==> src/rtl/conv_kxk_mac.sv <==
// KxK patch/kernel dot product using one time-multiplexed multiplier, one tap per cycle.
// Optionally accumulates across several beats (input channels) before emitting a result.
module conv_kxk_mac #(
   parameter int unsigned K      = 3,
   parameter int unsigned DW     = 16,
   parameter int unsigned OW     = 64,
   parameter bit          SIGNED = 1'b0
) (
   input  logic                CLK,
   input  logic                rst_n,
   input  logic                in_valid,
   output logic                in_ready,
   input  logic                in_first,
   input  logic                in_last,
   input  logic [K*K*DW-1:0]   PATCH,
   input  logic [K*K*DW-1:0]   KERNEL,
   output logic                out_valid,
   input  logic                out_ready,
   output logic [OW-1:0]       RESULT,
   output logic                busy
);

   localparam int unsigned N  = K * K;
   localparam int unsigned TW = (N > 1) ? $clog2(N) : 1;
   localparam int unsigned PW = 2 * DW;
   localparam logic [TW-1:0] LAST_TAP = TW'(N - 1);

   typedef enum logic [1:0] {IDLE, MAC, OUT} state_t;

   state_t          state;
   logic [N*DW-1:0] p_lat;
   logic [N*DW-1:0] k_lat;
   logic            last_lat;
   logic [TW-1:0]   tap;
   logic [OW-1:0]   acc;
   logic [OW-1:0]   acc_nxt;
   logic [OW-1:0]   prod_ext;
   logic [PW-1:0]   prod;
   logic [DW-1:0]   p_tap;
   logic [DW-1:0]   k_tap;
   logic [DW-1:0]   p_arr [N];
   logic [DW-1:0]   k_arr [N];

   for (genvar i = 0; i < N; i++) begin : g_tap
      assign p_arr[i] = p_lat[i*DW +: DW];
      assign k_arr[i] = k_lat[i*DW +: DW];
   end

   assign p_tap = p_arr[tap];
   assign k_tap = k_arr[tap];

   // Extend operands to a full-width product, then the product to the accumulator width.
   if (SIGNED) begin : g_signed
      logic signed [PW-1:0] prod_s;
      assign prod_s   = PW'($signed(p_tap)) * PW'($signed(k_tap));
      assign prod     = prod_s;
      assign prod_ext = OW'($signed(prod));
   end else begin : g_unsigned
      assign prod     = PW'(p_tap) * PW'(k_tap);
      assign prod_ext = OW'(prod);
   end

   assign acc_nxt = acc + prod_ext;

   always_ff @(posedge CLK or negedge rst_n) begin
      if (!rst_n) begin
         state     <= IDLE;
         in_ready  <= 1'b1;
         out_valid <= 1'b0;
         RESULT    <= '0;
         busy      <= 1'b0;
         acc       <= '0;
         tap       <= '0;
         p_lat     <= '0;
         k_lat     <= '0;
         last_lat  <= 1'b0;
      end else begin
         case (state)
            IDLE: begin
               if (in_valid && in_ready) begin
                  p_lat    <= PATCH;
                  k_lat    <= KERNEL;
                  last_lat <= in_last;
                  if (in_first) acc <= '0;
                  tap      <= '0;
                  in_ready <= 1'b0;
                  busy     <= 1'b1;
                  state    <= MAC;
               end
            end
            MAC: begin
               acc <= acc_nxt;
               tap <= tap + TW'(1);
               if (tap == LAST_TAP) begin
                  if (last_lat) begin
                     RESULT    <= acc_nxt;
                     out_valid <= 1'b1;
                     state     <= OUT;
                  end else begin
                     in_ready <= 1'b1;
                     busy     <= 1'b0;
                     state    <= IDLE;
                  end
               end
            end
            OUT: begin
               if (out_ready) begin
                  out_valid <= 1'b0;
                  in_ready  <= 1'b1;
                  busy      <= 1'b0;
                  state     <= IDLE;
               end
            end
            default: state <= IDLE;
         endcase
      end
   end

endmodule

==> config.mk <==
export PLATFORM = sky130hd
export DESIGN_NAME = conv_kxk_mac
export DESIGN_NICKNAME = d
export VERILOG_FILES = /design/src/rtl/conv_kxk_mac.sv
export SDC_FILE = /design/constraint.sdc
export NUM_CORES = 2
export LEC_CHECK = 0
export CELL_PAD_IN_SITES_DETAIL_PLACEMENT = 0
export CELL_PAD_IN_SITES_GLOBAL_PLACEMENT = 1
export CORE_MARGIN = 2
export CORE_UTILIZATION = 43
export DETAILED_ROUTE_END_ITERATION = 8
export PLACE_DENSITY_LB_ADDON = 0.08
export SYNTH_ARGS = -nofsm -noshare
export SYNTH_HDL_FRONTEND = slang
export SYNTH_SLANG_ARGS = --single-unit
==> constraint.sdc <==
create_clock -name CLK -period 8.4 [get_ports CLK]
set_clock_uncertainty 0.05 [all_clocks]
set_input_delay 1.68 -clock CLK [delete_from_list [all_inputs] [get_ports CLK]]
set_output_delay 1.68 -clock CLK [all_outputs]
set_load 0.005 [all_outputs]
## Word-level counts from Yosys, hierarchy flattened

Index checks and enable logic that the tools add are counted.

| cells by class | value |
|---|---|
| $add $sub $neg | 2 |
| multipliers | 1 |
| magnitude comparators | 1 |
| equality and inequality tests | 9 |
| multiplexer cells | 29 |
| bitwise gates (word level) | 1 |
| reduce and logical (&&, ||, !) cells | 12 |

Operators by type and width:

| cell | number |
|---|---|
| $bmux 16 s4 | 2 |
| $mux 64 | 2 |
| $pmux 64 s2 | 1 |
| $add 64x32->64 | 1 |
| $mux 16 | 4 |
| $mul 16x16->32 | 1 |
| $ne 2x2->1 const B | 6 |
| $mux 1 | 10 |
| $reduce_and 3->1 | 3 |
| $mux 2 | 4 |
| $pmux 4 s2 | 1 |
| $pmux 1 s3 | 2 |
| $pmux 2 s3 | 1 |
| $ge 5x5->1 const B | 1 |
| $not 4->5 | 1 |
| $reduce_and 5->1 | 1 |
| $add 4x1->4 const B | 1 |
| $eq 4x4->1 const B | 1 |
| $mux 4 | 1 |
| $reduce_and 2->1 | 2 |
| $reduce_and 4->1 | 1 |
| $reduce_bool 2->1 | 2 |
| $reduce_bool 3->1 | 1 |
| $eq 2x1->1 const B | 1 |
| other kinds (4) | 4 |

| storage, ports and cells | value |
|---|---|
| register bits | 426 |
| input bits | 294 |
| output and inout bits | 67 |
| logic and storage cells | 65 |

## Logic depth before layout (Yosys ltp)

| depth | value |
|---|---|
| depth after elaboration | 7 |
| gate-level depth with buffers | 33 |
| gate-level depth less buffers | 27 |

## Worst setup path after synthesis

OpenSTA, ideal clock, no wires.

| timing | value |
|---|---|
| path kind | reg2reg |
| from | register tap[0] |
| to | register RESULT[56] |
| setup time | 0.125 ns |
| arrival time | 7.437 ns |
| required time | 8.225 ns |
| path slack | 0.788 ns |
| cell stages (with the launch flop) | 28 |
| buffers on the path | 3 |
| period minus slack after synthesis | 7.612 ns |
| path through | dfrtp_1 > buf_2 > buf_2 > mux4_2 > mux2i_1 > nor2_1 > a21oi_1 > clkbuf_1 > nor2_1 > fa_1 > inv_1 > fa_1 > fa_1 > fa_1 > inv_1 > fa_1 > inv_1 > fa_1 > inv_1 > ha_1 > nand4_1 > a2111oi_2 > o211ai_1 > a211o_1 > nor3_4 > nand2_1 > xnor2_1 > mux2_2 |

| on the way | value |
|---|---|
| cells in the longest elaborated chain, start to end | 6 |
| elaborated cells between the ends (all ways) | 11 |
| those cells by class | add/sub (1); mul (1); eq/ne (1); mux (6); bitwise (1); reduce/logical (1) |

RTL lines:

| what | RTL line | source |
|---|---|---|
| start, declared | 34 | `logic [TW-1:0] tap;` |
| start signal, assigned | 93 | `tap <= tap + TW'(1);` |
| $not 4->5 (implied by the code) | 49, 50 |  |
| $bmux 16 s4, on equally long branches | 49, 50 |  |
| $mux 16, on equally long branches (2 in series) | 49, 50 |  |
| $mul 16x16->32 | 59 | `assign prod = PW'(p_tap) * PW'(k_tap);` |
| $add 64x32->64 | 63 | `assign acc_nxt = acc + prod_ext;` |
| end signal, assigned | 96 | `RESULT <= acc_nxt;` |
| end, declared | 19 | `output logic [OW-1:0] RESULT,` |

Several ways; a longest one is shown, not always the timed one. The select of a mux whose other input is x is not followed.
A chain may end at the register's enable or synchronous reset.

## Final worst setup path

| timing | value |
|---|---|
| from | register tap[0] |
| to | register acc[42] |

| on the way | value |
|---|---|
| cells in the longest elaborated chain, start to end | 7 |
| elaborated cells between the ends (all ways) | 10 |
| those cells by class | add/sub (1); mul (1); mux (7); bitwise (1) |

RTL lines:

| what | RTL line | source |
|---|---|---|
| $not 4->5 (implied by the code) * | 49, 50 |  |
| $bmux 16 s4, on equally long branches | 49, 50 |  |
| $mux 16, on equally long branches (2 in series) | 49, 50 |  |
| $mul 16x16->32 * | 59 |  |
| $add 64x32->64 * | 63 |  |
| $pmux 64 s2 * | 78 | `case (state)` |
| end signal, assigned | 92 | `acc <= acc_nxt;` |
| end, declared | 35 | `logic [OW-1:0] acc;` |

Every way passes the cells marked *; elsewhere a longest branch is shown, timed or not. The select of a mux whose other input is x is not followed.

==> results.md <==
- The floorplan step defined a die boundary enclosing 69,300 sq um.
- The horizontal extent of the die is 263 microns.
- By instance count, the cell type seen most on the critical path is sky130_fd_sc_hd__fa_1.
- The overall track demand over capacity in global routing is 26.2%.
- Leaving out fill and tap cells, the most frequent cells in the layout are 1,223 x sky130_fd_sc_hd__nand2_1, 421 x sky130_fd_sc_hd__dfrtp_1, 359 x sky130_fd_sc_hd__clkdlybuf4s50_1, 351 x sky130_fd_sc_hd__inv_1, 226 x sky130_fd_sc_hd__fa_1.
- The insertion delay of the later-clocked pin in the worst-skew pair is 0.62 ns.
- The number of nets handed over by synthesis was 3,885.
- The average cell area after synthesis is 8.90 sq um.
- The final layout contains routed wiring with a total length of 90,100 microns.
- After clock tree synthesis, the clock-pin slew on the worst setup and hold paths is 0.06 ns.
- The number of antenna repair diodes is 0.
- The final hold violation count came to 0.
- The period utilization is 96.0%.
- The post-synthesis cell area is 28,900 sq um.
- Synthesis inferred 426 register bits.
- In this run the tightest slew margin relative to its limit is 22.5%.
- Leaving out fill and tap cells, the most frequent cell in the layout is sky130_fd_sc_hd__nand2_1.
- For this design, the slowest cell found on the critical path is sky130_fd_sc_hd__fa_1.
- Across the run, the number of max-cap violations was 0.
- The count of standard-cell rows is 95.
- Setup violations remaining at the end of the flow were counted as 0.
- The run finished with clean final reports.
- The vertical die dimension is 263 microns.
- In this run the worst hold path is classified as reg2reg.
- The fraction of final layout cells with drive strength greater than 1 is 8.46%.
- The initial antenna violation count was 2.
- The hold buffer count at CTS is 0.
- In the routed design, unresolved DRC markers number 0.
- The worst setup path is launched from a register.
- In the detailed route, the total length drawn on met3 is 3760 microns.
- In the synthesized netlist the dominant register cell turns out to be sky130_fd_sc_hd__dfrtp_1.
- The signal arrival time at the worst endpoint is 8.46 ns.
- The highest layer touched by signal routing is met5.
- For this configuration, the core starts out at a cell density of 43.2%.
- The endpoint required time on the critical path is 8.80 ns.
- The routed layout has 23,100 vias.
- Routability-driven placement finished with a final weighted congestion of 0.893.
- The clock sink count is 426.
- Across all hold checks on the routed design, the worst slack comes to 0.421 ns.
- After detailed routing, the average wire length per cell comes to 19.9 microns.
- After global routing the overflow that remains totals 0.
- The detailed placer's ending HPWL is 68,000 microns.
- The tree is rooted in a sky130_fd_sc_hd__clkbuf_16.
- The count of nets left with antenna violations once routing finished came out at 0.
- Using the TritonRoute via totals, the vias-per-cell ratio works out to 5.11.
- The count of different cell masters after synthesis is 72.
- The largest single stage delay on the critical path is 0.56 ns.
- In this run the standard cell core region covers 66,900 sq um.
- The number of levels the H-tree was split into is 2.
- The maximum clock insertion buffer count is 3.
- For this run, the number of Yosys warnings is 0.
- Entering global routing, the biggest net connects 225 pins.
- The number of fill cells is 6,162.
- The largest driver fanout on the critical path is 11.
- Summed over all failing endpoints, the final setup total negative slack is 0 ns.
- The maximum achievable frequency is 124 MHz.
- At the pin with the least slew margin, the transition time is 1.16 ns.
- The total placed cells including tap cells is 4,423.
- In this run, the number of DRC markers left after iteration 0 of detailed routing was 1,412.
- The share of the Yosys chip area taken by registers is 36.9%.
- The iteration count of the initial detailed-routing pass is 5.
- The first-pass GRT wire length is 142,000 microns.
- After detailed routing, the met2 layer carries 42,300 microns of wire.
- The sort of element at the end of the critical path is a register.
- Once layout is complete, the cells apart from fillers number 4,525.
- The number of buffers created by CTS is 50.
- The number of synthesized flops with an enable pin is 0.
- The async set or reset register ratio after synthesis is 100%.
- The number of port buffers is 360.
- The routed design could run at a clock period as short as 8.07 ns.
- The number of max-slew violations in the final report was 0.
- 361 I/O pins were placed.
- The detailed-route wire length on metal 1 is 42,000 microns.
- The critical path class is reg2reg.
- After the last flow step, the layout net total stands at 4,249.
- The number of cells produced by synthesis is 3,250.
- The area growth from synthesis to layout is 24.0%.
- The CTS tree is built.
- The via count of the first global-routing pass is 24,300.
synthesized netlist by cell type (28+ instances only):
cell type / number / area, sq um
sky130_fd_sc_hd__nand2_1: 1223 / 4590
sky130_fd_sc_hd__dfrtp_1: 425 / 10600
sky130_fd_sc_hd__inv_1: 351 / 1320
sky130_fd_sc_hd__fa_1: 226 / 4520
sky130_fd_sc_hd__nor2_1: 138 / 518
sky130_fd_sc_hd__clkbuf_1: 119 / 447
sky130_fd_sc_hd__ha_1: 115 / 1440
sky130_fd_sc_hd__o21ai_0: 88 / 440
sky130_fd_sc_hd__mux4_2: 64 / 1440
sky130_fd_sc_hd__a21oi_1: 62 / 310
sky130_fd_sc_hd__mux2i_1: 40 / 400
sky130_fd_sc_hd__buf_2: 31 / 155
sky130_fd_sc_hd__xnor2_1: 29 / 254
sky130_fd_sc_hd__and2_1: 28 / 175
per-stage QoR:
stage | util [%] | instance area [sq um] | worst slack, ns
4_1_cts | 53.4 | 35700 | 0.0689
3_5_place_dp | 50.8 | 34000 | 0.0593
6_report | 53.6 | 35900 | 0.335
5_1_grt | 53.6 | 35900 | -0.0142
2_1_floorplan | - | 28900 | 0.788
3_3_place_gp | 50.8 | 34000 | 0.192
layout make-up:
cell class	count	area, sq um	share of cell area, %
flip-flops and latches	426	10700	29.7
repair buffers	478	4700	13.1
clock inverters	21	312	0.869
inverters	352	1320	3.68
clock buffers	69	1440	4.02
multi-input cells	2306	16300	45.5
well taps	873	1090	3.05
state kept, by name, summed over array words and instances (netlist names):
name       count
out_valid      1
last_lat       1
acc           64
busy           1
RESULT        64
state          2
tap            4
in_ready       1
p_lat        144
k_lat        144
cells by family after synthesis:
group	after synthesis	share of synthesized area [%]
AND/OR/NAND/NOR	1511	21.0
AO/OA/AOI/OAI	287	6.29
buffers and inverters	518	6.87
adder cells (fa/ha/maj)	341	20.6
flip-flops	426	36.9
multiplexers	113	6.72
XOR/XNOR	54	1.64
path summary, 6_finish.rpt:
check	startpoint	end	slack, ns	cells after the start
min reg2reg	RESULT[21]	RESULT[21]	0.42	2
max	tap[0]	acc[42]	0.33	28
max in group asynchronous	rst_n	tap[0]	5.86	2
min in group asynchronous	rst_n	acc[0]	1.01	1
max reg2reg	tap[0]	acc[42]	0.33	28
min	RESULT[21]	RESULT[21]	0.42	2
what timing repair did:
action,4_1_cts,5_1_grt
resized for setup,0,3
endpoints found under the setup margin,0,36
buffers inserted,0,12
metal layers:
metal	track usage [%]	up-vias
met1	37.8	11500
met3	2.75	106
met5	0	-
met2	42.7	579
li1	-	10900
met4	6.44	4
critical path: cells and delay by family, from the launching register on:
kind / cells / cell delay, ns
adders and majority gates: 7 / 3.43
AOI/OAI and AO/OA: 7 / 1.74
buffers and inverters: 8 / 0.92
muxes: 2 / 0.81
DFF: 1 / 0.53
and+or+nand+nor: 4 / 0.40
Power is not shown: default switching activity piles up to over one toggle a cycle in this logic, so the estimate is an artifact.
